==> src/rtl/counter_updn.sv <==
// Up/down counter with programmable terminal count, wrap or saturate at the
// boundaries, synchronous clear/load, combinational terminal-count and sticky boundary flag.
module counter_updn #(
  parameter int unsigned WIDTH   = 8,
  parameter int unsigned MAX_VAL = (1 << WIDTH) - 1,
  parameter bit          SAT     = 1'b0
) (
  input  logic             clk,
  input  logic             rst,
  input  logic             clr,
  input  logic             ld,
  input  logic [WIDTH-1:0] din,
  input  logic             en,
  input  logic             up,
  output logic [WIDTH-1:0] out,
  output logic             tc,
  output logic             ovf
);

  if (MAX_VAL < 1 || MAX_VAL > (1 << WIDTH) - 1) begin : g_bad_max
    $error("counter_updn: MAX_VAL out of range 1 .. 2**WIDTH-1");
  end

  localparam logic [WIDTH-1:0] MaxCnt = WIDTH'(MAX_VAL);

  logic [WIDTH-1:0] r_cnt, w_cnt_d;
  logic             r_ovf, w_ovf_d;
  logic             w_at_max, w_at_zero, w_bound;

  assign w_at_max  = (r_cnt == MaxCnt);
  assign w_at_zero = (r_cnt == '0);
  assign w_bound   = up ? w_at_max : w_at_zero;

  always_comb begin
    w_cnt_d = r_cnt;
    w_ovf_d = r_ovf;
    if (clr) begin
      w_cnt_d = '0;
      w_ovf_d = 1'b0;
    end else if (ld) begin
      w_cnt_d = (din > MaxCnt) ? MaxCnt : din;
    end else if (en) begin
      if (w_bound) begin
        w_ovf_d = 1'b1;
        // Wrap lands on the opposite boundary; saturate keeps the current one.
        if (!SAT) w_cnt_d = up ? '0 : MaxCnt;
      end else begin
        w_cnt_d = up ? r_cnt + WIDTH'(1) : r_cnt - WIDTH'(1);
      end
    end
  end

  always_ff @(posedge clk or negedge rst) begin
    if (!rst) begin
      r_cnt <= '0;
      r_ovf <= 1'b0;
    end else begin
      r_cnt <= w_cnt_d;
      r_ovf <= w_ovf_d;
    end
  end

  assign out = r_cnt;
  assign ovf = r_ovf;
  assign tc  = en & ~clr & ~ld & w_bound;

endmodule

==> config.mk <==
export PLATFORM = sky130hd
export DESIGN_NAME = counter_updn
export DESIGN_NICKNAME = d
export VERILOG_FILES = /design/src/rtl/counter_updn.sv
export SDC_FILE = /design/constraint.sdc
export NUM_CORES = 1
export LEC_CHECK = 0
export ABC_AREA = 1
export CAP_MARGIN = 15
export CELL_PAD_IN_SITES_DETAIL_PLACEMENT = 0
export CELL_PAD_IN_SITES_GLOBAL_PLACEMENT = 2
export CORE_MARGIN = 2
export CORE_UTILIZATION = 24
export DETAILED_ROUTE_END_ITERATION = 16
export HOLD_SLACK_MARGIN = 0.05
export PLACE_DENSITY_LB_ADDON = 0.15
export SLEW_MARGIN = 40
export SYNTH_ARGS = -nofsm -noshare
export SYNTH_HDL_FRONTEND = slang
export SYNTH_SLANG_ARGS = --single-unit
==> constraint.sdc <==
create_clock -name clk -period 2.1 [get_ports clk]
set_input_delay 0.21 -clock clk [delete_from_list [all_inputs] [get_ports clk]]
set_output_delay 0.21 -clock clk [all_outputs]
set_load 0.1 [all_outputs]
==> results of run 1 <==
power by group through the flow:
stage | logic, W | registers [W] | clock network, W
2_1_floorplan | 0.000196 | 0.000386 | 0
3_3_place_gp | 0.000490 | 0.000238 | 0
3_5_place_dp | 0.000486 | 0.000238 | 0
4_1_cts | 0.000489 | 0.000235 | 0.000211
5_1_grt | 0.000532 | 0.000239 | 0.000220
6_report | 0.000484 | 0.000234 | 0.000201
metrics by stage:
step           cell area (um2)  setup TNS, ns  hold slack, ns  setup WS, ns
2_1_floorplan              902              0         -0.0856       0.00425
3_3_place_gp              1190       -0.00582           0.475      -0.00582
3_5_place_dp              1190         -0.103           0.483       -0.0456
4_1_cts                   1240              0           0.307         0.181
5_1_grt                   1240              0           0.330        0.0256
6_report                  1240              0           0.290         0.182
critical path: stages:
cell	delay (ns)
clkdlybuf4s50_1	0.50
nor2_1	0.19
nand3_1	0.13
nor2_1	0.13
nor2_2	0.06
nand3b_1	0.18
inv_1	0.12
buf_12	0.18
timing repair:
item	4_1_cts	5_1_grt
gates resized for setup	0	1
hold endpoints to repair	0	0
setup endpoints to repair	0	1
area by class of cell:
type / count / area, um2
sequential: 9 / 235
clock buffer: 4 / 45.0
multi-input combinational: 110 / 562
timing repair buffer: 28 / 255
inverter: 22 / 82.6
fill: 425 / 2370
tap: 48 / 60.1
flip-flops by register name, indices dropped and copies added, names as in the netlist:
name  flops
ovf       1
out       8
worst max path at each step:
stage                       start                  to  cells after the start
3_3_place_gp                   up  out[5]$_DFFE_PN0P_                     10
4_1_cts                        up                  tc                      8
6_report                       up                  tc                      8
5_1_grt                        up                  tc                      8
3_5_place_dp                   up  out[5]$_DFFE_PN0P_                      9
2_1_floorplan  out[1]$_DFFE_PN0P_                  tc                      7
per-layer routing:
layer / vias to the layer above / GRT usage (%) / wire length [um] / part of all wire [%]
li1: 509 / - / - / -
met1: 402 / 16.6 / 1210 / 52
met2: 17 / 20.1 / 1040 / 44
met3: 2 / 1.56 / 74 / 3.1
met4: 0 / 6.38 / 21 / 0.89
met5: - / 0 / 0 / 0
placed cells by master (no fill, tap or decap):
cell,netlist,final
a21oi_1,10,10
a31oi_1,1,1
buf_12,0,1
buf_4,0,14
clkbuf_1,0,1
clkbuf_8,0,3
clkdlybuf4s50_1,0,13
clkinv_1,1,1
dfrtp_1,9,1
dfrtp_2,0,8
fa_1,1,1
ha_1,6,6
inv_1,19,18
inv_2,2,3
nand2_1,39,39
nand3_1,18,18
nand3b_1,3,3
nor2_1,21,21
nor2_2,3,3
nor2_4,1,1
o21ai_0,2,2
o21ai_1,1,1
or2_1,1,1
or2_2,2,2
xor2_1,1,1
logic make-up after synthesis:
family	count (synthesis)	share of synthesized area, %
and+or+nand+nor	88	43.3
buffers and inverters	24	11.8
AOI/OAI and AO/OA	14	7.99
DFF	9	25.2
adders and majority gates	7	10.7
xor gates and xnor gates	1	0.982
==> summary.md, run 1 <==
| Metric | Value |
|---|---|
| Share of cells above drive strength 1 | `20.2%` |
| Via count | `930` |
| Io pins | `24` |
| Critical Path RT | `1.89 ns` |
| Arrival time at the worst endpoint | `1.71 ns` |
| # DRC | `0` |
| Mapped Area | `892 um2` |
| Cts hold-fix bufs | `0` |
| Global-route wire length before repair | `4030 um` |
| DR pass1 iterations | `4` |
| Synth Register Bits | `9` |
| Final GP Congestion | `0.736` |
| P_leak | `0.661 nW` |
| Total GRT Usage | `12.6%` |
| FF-to-FF Start | `out[0]$_DFFE_PN0P_` |
| Crit path time final | `1.92 ns` |
| Pwr Total | `0.000920 W` |
| Commonest cells in the synthesized netlist | `nand2_1 (39), nor2_1 (21), inv_1 (19), nand3_1 (18), a21oi_1 (10)` |
| Psw | `0.000428 W` |
| Top-count cell post-synth | `nand2_1` |
| Unique masters post-synth | `20` |
| R2r setup slk | `0.33 ns` |
| Syn Area/Cell | `6.24 um2` |
| Routed vias/inst | `4.21` |
| Worst-Margin Slew | `0.435 ns` |
| CTS tree | `built` |
| Syn Nets | `164` |
| RSZ-0062 raised after global routing | `false` |
| R2r endpoint | `out[4]$_DFFE_PN0P_` |
| Final Hold Fails | `0` |
| Largest fanout on the critical path | `4` |
| Ys Warns | `0` |
| Worst R2R Path Depth | `10` |
| Std cell rows | `22` |
| Power share of the combinational group | `52.7%` |
| 1st-iter DRT viols | `29` |
| VDD IR max | `0.000236 V` |
| Crit Path Class | `input pin to output pin` |
| Wirelength per Cell | `10.6 um` |
| Syn Inst Count | `143` |
| Largest net degree at the start of global routing | `16` |
| Status | `complete, no violations` |
| Post-Place Cells | `217` |
| Dominant cells by area after synthesis | `dfrtp_1 (25%), nand2_1 (16%), nand3_1 (10%), nor2_1 (8.8%), ha_1 (8.4%)` |
| Sw Share | `46.5%` |
| Max Slew Vio Count | `0` |
| Num Clock Sinks | `9` |
| Max Cap Violations | `0` |
| Internal power | `0.000492 W` |
| Clk buf depth | `2` |
| Clock latency on the worst-skew pair | `0.23 ns` |
| Synth async-reset ratio | `100%` |
| Hold WC Path Type | `input pin to asynchronous set/reset pin` |
| CP Launch Type | `input pin` |
| Die H | `65.0 um` |
| Final Core Density | `34.4%` |
| Starting Density | `24.7%` |
| Main synth FF type | `dfrtp_1` |
| Area grow syn2layout | `39.0%` |
| HPWL after DPL | `2000 um` |
| Total gr overflow | `0` |
| Yosys top cell by area | `dfrtp_1` |
| Clk pwr share | `21.9%` |
| Final Cycle Share | `91.3%` |
| Fin cells | `221` |
| Max transition margin | `70.9%` |
| Final #Nets | `195` |
| Core ar. | `0.00361 mm2` |
| Antenna Nets Post-Route | `0` |
| Post-CTS setup buffer count | `0` |
| Vias in the first global route | `874` |
| Clk slew on worst S/H paths | `0.05 ns` |
| DIE AREA | `0.00422 mm2` |
| H-tree Lvls | `1` |
| Sequential element share of the synthesized area | `25.2%` |
| Initial antenna violation count | `0` |
| Die X | `65.0 um` |
| Final setup vio count | `0` |
| EDFF count, synth | `0` |
| Final wirelength | `2350 um` |
| Ant. Diodes | `0` |
| Buffers on Ports | `23` |
| Num CTS Buffers | `3` |
| Final Skew | `0.00189 ns` |
| Yosys top cell area share | `25.2%` |
| Seq pwr share | `25.5%` |
| F_max | `521 MHz` |
| Root buf cell | `clkbuf_8` |
| Power density over the cells | `742 mW/mm2` |
| Endpoint class of the critical path | `output pin` |
No activity file was read; power rests on OpenSTA's default activity.
==> inputs of run 2 (changes only) <==
--- a/config.mk
+++ b/config.mk
@@ -6,7 +6,7 @@
 export NUM_CORES = 1
 export LEC_CHECK = 0
 export ABC_AREA = 1
-export CAP_MARGIN = 15
+export CAP_MARGIN = 25
 export CELL_PAD_IN_SITES_DETAIL_PLACEMENT = 0
 export CELL_PAD_IN_SITES_GLOBAL_PLACEMENT = 2
 export CORE_MARGIN = 2
==> results of run 2 <==
Same layout as run 1: the final DEF is identical, and so are final timing and power.
